<file path="src/rtl/calc_req_driver_if.sv">
// Host and port signal bundle for calc_req_driver.
// The master side is the host/port environment; the slave side is the driver.
interface calc_req_driver_if;
  logic        op_valid;
  logic        op_ready;
  logic [0:3]  op_cmd;
  logic [0:31] op_data1;
  logic [0:31] op_data2;
  logic [0:3]  req_cmd_out;
  logic [0:1]  req_tag_out;
  logic [0:31] req_data_out;
  logic [0:1]  out_resp;
  logic [0:1]  out_tag;
  logic [0:31] out_data;
  logic        cpl_valid;
  logic [0:1]  cpl_resp;
  logic [0:1]  cpl_tag;
  logic [0:31] cpl_data;
  logic        timeout_valid;
  logic [0:1]  timeout_tag;
  logic        stray_resp;
  logic [0:3]  tags_busy;

  modport master (
    output op_valid, op_cmd, op_data1, op_data2,
    output out_resp, out_tag, out_data,
    input  op_ready, req_cmd_out, req_tag_out, req_data_out,
    input  cpl_valid, cpl_resp, cpl_tag, cpl_data,
    input  timeout_valid, timeout_tag, stray_resp, tags_busy
  );

  modport slave (
    input  op_valid, op_cmd, op_data1, op_data2,
    input  out_resp, out_tag, out_data,
    output op_ready, req_cmd_out, req_tag_out, req_data_out,
    output cpl_valid, cpl_resp, cpl_tag, cpl_data,
    output timeout_valid, timeout_tag, stray_resp, tags_busy
  );
endinterface

</file>
<file path="src/rtl/calc_req_driver.sv">
// Calculator port request driver: two-beat issue, tag allocation,
// response matching and per-tag timeout. State updates on negedge c_clk.
module calc_req_driver #(
  parameter int unsigned TIMEOUT = 255
) (
  input logic              c_clk,
  input logic              reset,
  calc_req_driver_if.slave bus
);
  typedef enum logic {IDLE, DATA2} state_e;

  localparam logic [15:0] AGE_LAST = 16'(TIMEOUT - 1);

  state_e      state_q, state_d;
  logic [0:3]  busy_q, busy_d;
  logic [15:0] age_q [4];
  logic [15:0] age_d [4];
  logic [0:3]  cmd_q, cmd_d;
  logic [0:1]  tag_q, tag_d;
  logic [0:31] data_q, data_d;
  logic [0:31] d2_q, d2_d;
  logic        cpl_v_q, cpl_v_d;
  logic [0:1]  cpl_r_q, cpl_r_d;
  logic [0:1]  cpl_t_q, cpl_t_d;
  logic [0:31] cpl_x_q, cpl_x_d;
  logic        to_v_q, to_v_d;
  logic [0:1]  to_t_q, to_t_d;
  logic        stray_q, stray_d;

  logic        ready;
  logic        accept;
  logic        found;
  logic [0:1]  free_tag;
  logic        resp_hit;

  assign ready  = !reset && state_q == IDLE && busy_q != 4'b1111;
  assign accept = bus.op_valid && ready;

  always_comb begin
    state_d  = state_q;
    busy_d   = busy_q;
    age_d    = age_q;
    cmd_d    = '0;
    tag_d    = '0;
    data_d   = '0;
    d2_d     = d2_q;
    cpl_v_d  = 1'b0;
    cpl_r_d  = '0;
    cpl_t_d  = '0;
    cpl_x_d  = '0;
    to_v_d   = 1'b0;
    to_t_d   = '0;
    stray_d  = 1'b0;
    found    = 1'b0;
    free_tag = '0;
    resp_hit = 1'b0;

    for (int i = 0; i < 4; i++) begin
      if (!found && !busy_q[i]) begin
        found    = 1'b1;
        free_tag = 2'(i);
      end
    end

    if (bus.out_resp != 2'd0) begin
      if (busy_q[bus.out_tag]) begin
        resp_hit             = 1'b1;
        cpl_v_d              = 1'b1;
        cpl_r_d              = bus.out_resp;
        cpl_t_d              = bus.out_tag;
        cpl_x_d              = bus.out_data;
        busy_d[bus.out_tag]  = 1'b0;
      end else begin
        stray_d = 1'b1;
      end
    end

    // A response on the expiring tag suppresses its timeout.
    for (int i = 0; i < 4; i++) begin
      if (busy_q[i]) begin
        age_d[i] = age_q[i] + 16'd1;
        if (age_q[i] == AGE_LAST && !to_v_d &&
            !(resp_hit && bus.out_tag == 2'(i))) begin
          to_v_d    = 1'b1;
          to_t_d    = 2'(i);
          busy_d[i] = 1'b0;
        end
      end
    end

    unique case (state_q)
      IDLE: begin
        if (accept && bus.op_cmd != 4'd0) begin
          state_d          = DATA2;
          busy_d[free_tag] = 1'b1;
          age_d[free_tag]  = '0;
          cmd_d            = bus.op_cmd;
          tag_d            = free_tag;
          data_d           = bus.op_data1;
          d2_d             = bus.op_data2;
        end
      end
      DATA2: begin
        state_d = IDLE;
        data_d  = d2_q;
      end
      default: state_d = IDLE;
    endcase
  end

  always_ff @(negedge c_clk) begin
    if (reset) begin
      state_q <= IDLE;
      busy_q  <= '0;
      for (int i = 0; i < 4; i++) age_q[i] <= '0;
      cmd_q   <= '0;
      tag_q   <= '0;
      data_q  <= '0;
      d2_q    <= '0;
      cpl_v_q <= 1'b0;
      cpl_r_q <= '0;
      cpl_t_q <= '0;
      cpl_x_q <= '0;
      to_v_q  <= 1'b0;
      to_t_q  <= '0;
      stray_q <= 1'b0;
    end else begin
      state_q <= state_d;
      busy_q  <= busy_d;
      age_q   <= age_d;
      cmd_q   <= cmd_d;
      tag_q   <= tag_d;
      data_q  <= data_d;
      d2_q    <= d2_d;
      cpl_v_q <= cpl_v_d;
      cpl_r_q <= cpl_r_d;
      cpl_t_q <= cpl_t_d;
      cpl_x_q <= cpl_x_d;
      to_v_q  <= to_v_d;
      to_t_q  <= to_t_d;
      stray_q <= stray_d;
    end
  end

  assign bus.op_ready      = ready;
  assign bus.req_cmd_out   = cmd_q;
  assign bus.req_tag_out   = tag_q;
  assign bus.req_data_out  = data_q;
  assign bus.cpl_valid     = cpl_v_q;
  assign bus.cpl_resp      = cpl_r_q;
  assign bus.cpl_tag       = cpl_t_q;
  assign bus.cpl_data      = cpl_x_q;
  assign bus.timeout_valid = to_v_q;
  assign bus.timeout_tag   = to_t_q;
  assign bus.stray_resp    = stray_q;
  assign bus.tags_busy     = busy_q;
endmodule

</file>
<file path="src/flat_wrapper.sv">
// flat-port wrapper written by rule: the top's interface ports become plain ports
module calc_req_driver_flat 
#(
  parameter int unsigned TIMEOUT = 255
)
  (c_clk, reset, bus_op_valid, bus_op_cmd, bus_op_data1, bus_op_data2, bus_out_resp, bus_out_tag, bus_out_data, bus_op_ready, bus_req_cmd_out, bus_req_tag_out, bus_req_data_out, bus_cpl_valid, bus_cpl_resp, bus_cpl_tag, bus_cpl_data, bus_timeout_valid, bus_timeout_tag, bus_stray_resp, bus_tags_busy);
  calc_req_driver_if bus_i ();
  input logic c_clk;
  input logic reset;
  input wire logic [$bits(bus_i.op_valid)-1:0] bus_op_valid;
  input wire logic [$bits(bus_i.op_cmd)-1:0] bus_op_cmd;
  input wire logic [$bits(bus_i.op_data1)-1:0] bus_op_data1;
  input wire logic [$bits(bus_i.op_data2)-1:0] bus_op_data2;
  input wire logic [$bits(bus_i.out_resp)-1:0] bus_out_resp;
  input wire logic [$bits(bus_i.out_tag)-1:0] bus_out_tag;
  input wire logic [$bits(bus_i.out_data)-1:0] bus_out_data;
  output wire logic [$bits(bus_i.op_ready)-1:0] bus_op_ready;
  output wire logic [$bits(bus_i.req_cmd_out)-1:0] bus_req_cmd_out;
  output wire logic [$bits(bus_i.req_tag_out)-1:0] bus_req_tag_out;
  output wire logic [$bits(bus_i.req_data_out)-1:0] bus_req_data_out;
  output wire logic [$bits(bus_i.cpl_valid)-1:0] bus_cpl_valid;
  output wire logic [$bits(bus_i.cpl_resp)-1:0] bus_cpl_resp;
  output wire logic [$bits(bus_i.cpl_tag)-1:0] bus_cpl_tag;
  output wire logic [$bits(bus_i.cpl_data)-1:0] bus_cpl_data;
  output wire logic [$bits(bus_i.timeout_valid)-1:0] bus_timeout_valid;
  output wire logic [$bits(bus_i.timeout_tag)-1:0] bus_timeout_tag;
  output wire logic [$bits(bus_i.stray_resp)-1:0] bus_stray_resp;
  output wire logic [$bits(bus_i.tags_busy)-1:0] bus_tags_busy;
  assign bus_i.op_valid = bus_op_valid;
  assign bus_i.op_cmd = bus_op_cmd;
  assign bus_i.op_data1 = bus_op_data1;
  assign bus_i.op_data2 = bus_op_data2;
  assign bus_i.out_resp = bus_out_resp;
  assign bus_i.out_tag = bus_out_tag;
  assign bus_i.out_data = bus_out_data;
  assign bus_op_ready = bus_i.op_ready;
  assign bus_req_cmd_out = bus_i.req_cmd_out;
  assign bus_req_tag_out = bus_i.req_tag_out;
  assign bus_req_data_out = bus_i.req_data_out;
  assign bus_cpl_valid = bus_i.cpl_valid;
  assign bus_cpl_resp = bus_i.cpl_resp;
  assign bus_cpl_tag = bus_i.cpl_tag;
  assign bus_cpl_data = bus_i.cpl_data;
  assign bus_timeout_valid = bus_i.timeout_valid;
  assign bus_timeout_tag = bus_i.timeout_tag;
  assign bus_stray_resp = bus_i.stray_resp;
  assign bus_tags_busy = bus_i.tags_busy;
  calc_req_driver #(.TIMEOUT(TIMEOUT)) u_core (.c_clk(c_clk), .reset(reset), .bus(bus_i));
endmodule
</file>
<file path="config.mk">
export PLATFORM = sky130hd
export DESIGN_NAME = calc_req_driver_flat
export DESIGN_NICKNAME = d
export VERILOG_FILES = /design/src/rtl/calc_req_driver_if.sv /design/src/rtl/calc_req_driver.sv /design/src/flat_wrapper.sv
export SDC_FILE = /design/constraint.sdc
export NUM_CORES = 1
export LEC_CHECK = 0
export ABC_AREA = 1
export CORE_ASPECT_RATIO = 0.7
export CORE_MARGIN = 3
export CORE_UTILIZATION = 40
export CTS_CLUSTER_DIAMETER = 100
export CTS_CLUSTER_SIZE = 14
export DETAILED_ROUTE_END_ITERATION = 10
export HOLD_SLACK_MARGIN = 0.15
export PLACE_DENSITY = 0.7
export SLEW_MARGIN = 20
export SYNTH_ARGS = -nofsm -noshare
export SYNTH_HDL_FRONTEND = slang
export SYNTH_SLANG_ARGS = --single-unit
</file>
<file path="constraint.sdc">
create_clock -name c_clk -period 3 [get_ports c_clk]
set_input_delay 0.75 -clock c_clk [delete_from_list [all_inputs] [get_ports c_clk]]
set_output_delay 0.75 -clock c_clk [all_outputs]
set_load 0.05 [all_outputs]
</file>
After elaboration in Yosys (flattened, before gate mapping)
Cells that the tools add are included.
Widths: inputs -> output; s select.
- bits in registers: 180
- input port bits: 107
- add/subtract/negate cells: 4
- order comparisons: 4
- equal/unequal tests: 8
- mux-type cells: 54
- bitwise gates (word level): 11
- reductions and logical operators: 40
- operators by type and width (kind ; count):
    $mux 64 ; 2
    $mux 16 ; 5
    $add 16x1->16 const B ; 4
    $and 64x64->64 ; 1
    $eq 16x8->1 const B ; 4
    $not 64->64 ; 1
    $pmux 32 s2 ; 1
    $demux 16 s2 ; 1
    $mux 32 ; 1
    $mux 1 ; 29
    $logic_and 1x1->1 ; 20
    $mux 4 ; 4
    $mux 2 ; 7
    $logic_not 1->1 ; 13
    $ge 3x3->1 const B ; 2
    $lt 3x1->1 const B ; 2
    $not 2->3 ; 2
    $reduce_or 3->1 ; 2
    $and 4x4->4 ; 1
    $demux 1 s2 ; 2
    $eq 2x2->1 const B ; 2
    $ne 4x4->1 const B ; 1
    $not 1->1 ; 4
    $not 4->4 ; 1
    9 further kinds ; 9

Logic depth before layout (Yosys ltp)
Gate-level depths: netlist of the first run.
- word-level depth: 29
- mapped depth: 13

==> results_dict.tcl, run 1 <==
set metrics [dict create \
    synth_edf_count 0 \
    crit_chain "nand2_4, nor3_4, nor3_4, buf_4, buf_8" \
    core.rowCount 40 \
    syn_to_final_growth_pct 96.1 \
    grt_start_max_net_pins 40 \
    finalWeightedCongestion 0.870 \
    synthFlopType "dfxtp_1" \
    routed_wl_um 35900 \
    max_slew_margin 0.326 \
    grt_pass1_vias 8352 \
    drive_gt1_frac 0.423 \
    synth_top_area_cell "dfxtp_1" \
    drtIter0Drc 1146 \
    critPathMaxFanout 2 \
    status "finished with violations" \
    violations "negative setup slack" \
    grt_use_total 0.268 \
    peakVddDrop_uv 397 \
    ant_nets 0 \
    cp-startpoint "u_core.bus.tags_busy[0]" \
    cts_tree "yes" \
    synth.most_common_cell "nor2_1" \
    r2r-start "u_core.bus.tags_busy[3]" \
    crit_arrival_ps 3110 \
    drtPass1Iterations 8 \
    syn_avg_cell_area_um2 7.82 \
    cp_num_buf_inv 2 \
    num_vias 8958 \
    crit_path_frequent_cell "nor3_4" \
    num_io_pins 191 \
    htree_levels 4 \
    clk_pin_slew_ps 170 \
    cts_sinks 180 \
    grt_pass1_wl_um 41900 \
    p_sw_frac 0.362 \
    end_kind "output port" \
    clock-root-buffer "clkbuf_16" \
    fp.dieH_um 118 \
    synth-seq-cells 180 \
    power_switching_mw 2.57 \
    setup_viol 233 \
    synth_cells 915 \
    crit_type "flop to output port" \
    finalWorstSetupSlack_ps -863 \
    vias_per_cell 5.59 \
    startpoint_type "flop" \
    p_total_mw 7.11 \
    min_from "u_core.d2_q[3]" \
    final_nets 1472 \
    synthArstFlopShare 0 \
    synth_cell_types 40 \
    cts_buffer_depth 2 \
    core_area_mm2 0.0173 \
    tightestPinTransition_ps 1000 \
    max_stage_delay_ps 410 \
    seq_power_share 0.354 \
    power_frac_comb 0.127 \
    synth_common_cells "201 x nor2_1, 180 x dfxtp_1, 168 x nand2_1, 97 x inv_1, 46 x a21oi_1" \
    p_leak_nw 6.20 \
    syn_area_mm2 0.00715 \
    dieArea_mm2 0.0195 \
    io_buffers 190 \
    skew_ps 122 \
    dp_cells 1341 \
    die_x_um 166 \
    hp-class "flop to flop" \
    maxSlewViolCount 0 \
    rsz0062_at_grt "true" \
    p_per_area_mw_per_mm2 507 \
    cp.required_ps 2250 \
    synth.top_cell.area_share 0.504 \
    yosys_warnings 0 \
    cts-buffers-inserted 17 \
    synthTopCellsByArea "dfxtp_1 50%, nor2_1 11%, nand2_1 8.8%" \
    dpl.hpwl_um 14200 \
    clk_latency_ps 570 \
    cp_slowest_cell "dfxtp_4" \
    drc 0 \
    power_frac_clock 0.518 \
    finalNonFillerCells 1603 \
    antenna_found_initial 4 \
    hold_violations 0 \
    drv_cap 0 \
    yosysSeqAreaShare 0.504 \
    cp_top_family "flip-flops" \
    synth_fp_nets 1030 \
    intPower_mw 4.54 \
    start_util 0.413 \
    wire_per_inst_um 22.4 \
    overflow 0 \
    hold_ws_ps 460 \
]
[state kept, by name, summed over array words and instances, names as in the netlist, 2 cells and up]
name                     cells
u_core.bus.req_data_out     32
u_core.bus.cpl_data         32
u_core.bus.req_cmd_out       4
u_core.d2_q                 32
u_core.bus.tags_busy         4
u_core.bus.req_tag_out       2
u_core.bus.timeout_tag       2
u_core.bus.cpl_tag           2
u_core.bus.cpl_resp          2
u_core.age_q                64
[power groups by stage]
| stage | Combinational [mW] | Sequential [mW] | Clock [mW] |
|---|---|---|---|
| final | 0.906 | 2.52 | 3.69 |
| after global placement | 0.548 | 2.53 | 0.364 |
| after global routing | 0.932 | 2.52 | 3.93 |
| after CTS | 0.706 | 2.51 | 3.39 |
| after floorplan | 0.172 | 2.60 | 0.364 |
| after detailed placement | 0.555 | 2.54 | 0.364 |
[stage by stage]
stage               setup TNS, ps  worst slack [ps]  utilization  instance area [um^2]
floorplan                  -67610              -546            -                  7290
global placement          -127830              -992        0.600                 10400
CTS                        -21010              -640        0.741                 12800
detailed placement        -135510             -1100        0.600                 10400
finish                     -41920              -863        0.810                 14000
global route               -46890              -888        0.810                 14000
[logic make-up after synthesis]
kind of cell,count (synthesis),synth area share
and+or+nand+nor,468,0.292
buffers and inverters,135,0.0815
adders and majority gates,8,0.0140
DFF,180,0.504
AOI/OAI and AO/OA,89,0.0658
xor gates and xnor gates,35,0.0429
[worst register-to-register path, stage by stage (launching register included)]
cell,delay (ps)
dfxtp_4,340
buf_4,140
buf_12,120
buf_4,180
nor3_1,830
nor2_1,220
nand2_1,320
o21ai_4,130
buf_8,180
nor3b_2,190
[routing by layer]
layer	vias up	track usage	share of wire
li1	3755	-	-
met1	4161	0.311	0.35
met2	771	0.436	0.46
met3	267	0.0960	0.10
met4	4	0.140	0.083
met5	-	0	0.00081
[final timing paths]
kind	end	slack, ps	cells after the start
max	bus_op_ready	-860	5
min reg2reg	u_core.bus.req_data_out[3]	460	2
max reg2reg	u_core.age_q[60]	250	9
min	u_core.bus.req_data_out[3]	460	2
[repair_timing]
item,in CTS,in global routing
hold buffers,0,0
cloned,11,9
endpoints found under the hold margin,0,0
resized for setup,296,263
pin swaps,31,89
buffers inserted,26,9
endpoints found under the setup margin,261,256
[cell type report]
class	count	area, um^2
fill	826	3290
clock inverter	195	848
sequential	180	3720
multi-input combinational	603	4410
timing repair buffer	275	3910
antenna	2	5.00
tap	231	289
clock buffer	17	425
inverter	100	409
[cells in the final DEF (no fill, tap or decap), drive strengths merged]
cell	count
a211o	1
buf	171
a21oi	47
nand4	13
bufinv	3
xor2	25
or2	4
nor4b	2
diode	2
nor2	210
nand3	20
nor3	25
nor4	7
nand2	181
a211oi	4
o211ai	1
nor3b	7
ha	8
inv	288
o21ai	35
clkdlybuf4s50	96
clkinv	1
clkinvlp	3
dlygate4sd2	1
dfxtp	180
nand3b	2
a31oi	1
xnor2	10
clkbuf	24
Note: power is estimated with default switching activity, not from simulation.
==> run 2, diff against run 1 <==
Settings changed: ABC_AREA 1 to default, GPL_TIMING_DRIVEN from default to 0, PLACE_DENSITY 0.7 to 0.71.
==> run 2 against run 1 <==
Effect of this change:
- the flow still finishes with violations (negative setup slack)
- count of clock-buffer cells in the layout unchanged
- sequential cell count unchanged
- sequential share of layout area up 4.0 points
- synthesized cell count down 21%
- critical path type unchanged
- area after synthesis down 8.0%
==> results_dict.tcl, run 2 <==
set metrics [dict create \
    syn_area_mm2 0.00658 \
    intPower_mw 4.49 \
    largest_register_ffs 64 \
    hold_violations 0 \
    grt_pass1_vias 6906 \
    synth.top_cell.area_share 0.547 \
    synth-seq-cells 180 \
    mostFrequentLayoutCell "inv_1" \
    dpl.hpwl_um 12500 \
    clock-root-buffer "clkbuf_16" \
    syn_avg_cell_area_um2 9.14 \
    finalWorstSetupSlack_ps -587 \
    drtIter0Drc 459 \
    io_buffers 190 \
    vias_per_cell 4.95 \
    multi_input_area_mm2 0.00365 \
    cts_buffer_depth 2 \
    power_frac_comb 0.109 \
    core_area_mm2 0.0158 \
    wire_per_inst_um 16.1 \
    num_vias 6845 \
    synth_fp_nets 835 \
    grt_use_total 0.220 \
    skew_ps 43.0 \
    synthTopCellsByArea "dfxtp_1 55%, nor2_1 6.7%, nand2_1 5.4%" \
    clk_pin_slew_ps 30 \
    power_switching_mw 2.15 \
    synth_cells 720 \
    crit_type "flop to output port" \
    yosys_warnings 0 \
    peakVddDrop_uv 362 \
    power_frac_clock 0.514 \
    htree_levels 4 \
    num_io_pins 191 \
    p_sw_frac 0.324 \
    synth_top_area_cell "dfxtp_1" \
    rsz0062_at_grt "true" \
    hold_buffers 0 \
    fillers 999 \
    synth_cell_types 45 \
    routed_wl_um 22300 \
    synth_edf_count 0 \
    mostFrequentLayoutCells "190 x inv_1, 96 x buf_8, 96 x clkdlybuf4s50_1, 96 x dfxtp_1, 80 x dfxtp_2" \
    start_util 0.417 \
    seq_power_share 0.377 \
    synth.most_common_cell "dfxtp_1" \
    violations "negative setup slack" \
    synth_common_cells "180 x dfxtp_1, 117 x nor2_1, 95 x nand2_1, 37 x and2_1, 35 x a21oi_1" \
    final_nets 1265 \
    crit_arrival_ps 2840 \
    synthArstFlopShare 0 \
    yosysSeqAreaShare 0.547 \
    synthFlopType "dfxtp_1" \
    p_per_area_mw_per_mm2 546 \
    fin_tns_setup_ps -50800 \
    startpoint_type "flop" \
    ant_nets 0 \
    max_slew_margin 0.484 \
    critPathMaxFanout 3 \
    dieArea_mm2 0.0181 \
    largest_register "u_core.age_q" \
    grt_start_max_net_pins 17 \
    status "finished with violations" \
    end_kind "output port" \
    clk_latency_ps 490 \
    drv_cap 0 \
    p_leak_nw 5.21 \
    tightestPinTransition_ps 774 \
    drive_gt1_frac 0.377 \
    cts-buffers-inserted 17 \
    maxSlewViolCount 0 \
    grt_pass1_wl_um 32100 \
    overflow 0 \
    register_area_mm2 0.00372 \
    num_antenna_cells 0 \
    drc 0 \
    fp.dieH_um 113 \
    syn_to_final_growth_pct 85.0 \
    core.rowCount 38 \
    cts_sinks 180 \
    drtPass1Iterations 8 \
    cp.required_ps 2250 \
    antenna_found_initial 0 \
    hp-class "flop to flop" \
    setup_viol 251 \
    die_x_um 159 \
    cts_tree "yes" \
    finalWeightedCongestion 0.816 \
    hold_ws_ps 463 \
]
run 2: metrics by stage:
step                 util  instances  setup WS [ps]  instance area [um^2]  power (mW)
CTS                 0.719       1364           -612                 11300        6.55
global route        0.771       1383           -635                 12200        7.07
floorplan               -        720           -480                  6960        3.15
detailed placement  0.579       1130          -1470                  9130        3.40
finish              0.771       1383           -587                 12200        6.64
global placement    0.579       1130          -1440                  9130        3.40
run 2: kinds of logic after synthesis:
group / synth area share
AO/OA/AOI/OAI: 0.0869
XOR/XNOR: 0.0785
adder cells (fa/ha/maj): 0.0152
buffers and inverters: 0.0264
flip-flops: 0.547
multiplexers: 0.00342
AND/OR/NAND/NOR: 0.242
run 2: per-layer routing:
layer,up-vias,GRT usage,share of wire
met4,0,0.107,0.012
met1,3259,0.246,0.42
met5,-,0,0
met3,20,0.117,0.075
li1,3289,-,-
met2,277,0.346,0.49
run 2: area by class of cell:
class,count,share of cell area
clock inverter,195,0.0719
clock buffer,17,0.0349
inverter,9,0.00380
buffer,34,0.0314
multi-input combinational,495,0.300
timing repair buffer,232,0.229
sequential,180,0.305
tap,220,0.0226
timing repair inverter,1,0.000925
run 2: power groups by stage:
| stage | Combinational [mW] | Clock [mW] | Sequential, mW |
|---|---|---|---|
| 2_1_floorplan | 0.177 | 0.364 | 2.61 |
| 3_3_place_gp | 0.517 | 0.364 | 2.52 |
| 3_5_place_dp | 0.520 | 0.364 | 2.52 |
| 4_1_cts | 0.610 | 3.44 | 2.50 |
| 5_1_grt | 0.762 | 3.80 | 2.50 |
| 6_report | 0.726 | 3.41 | 2.50 |
run 2: worst max-delay path: stages, from the launching register on:
cell and delay (ps):
dfxtp_4 350, buf_8 100, nand2_2 50, o21a_4 240, buf_8 150
run 2: what timing repair did:
item	CTS	global route
setup endpoints to repair	263	256
buffers inserted	19	14
cloned	6	7
endpoints found under the hold margin	0	0
pin swaps	54	37
resized for setup	834	191
run 2: worst paths after layout:
kind | start | end | slack [ps] | cells after the start
worst max-delay path | u_core.bus.tags_busy[3] | bus_op_ready | -590 | 4
worst min-delay path | u_core.d2_q[6] | u_core.d2_q[6] | 460 | 2
worst max register to register | u_core.bus.tags_busy[0] | u_core.age_q[61] | 570 | 7
worst min register to register | u_core.d2_q[6] | u_core.d2_q[6] | 460 | 2
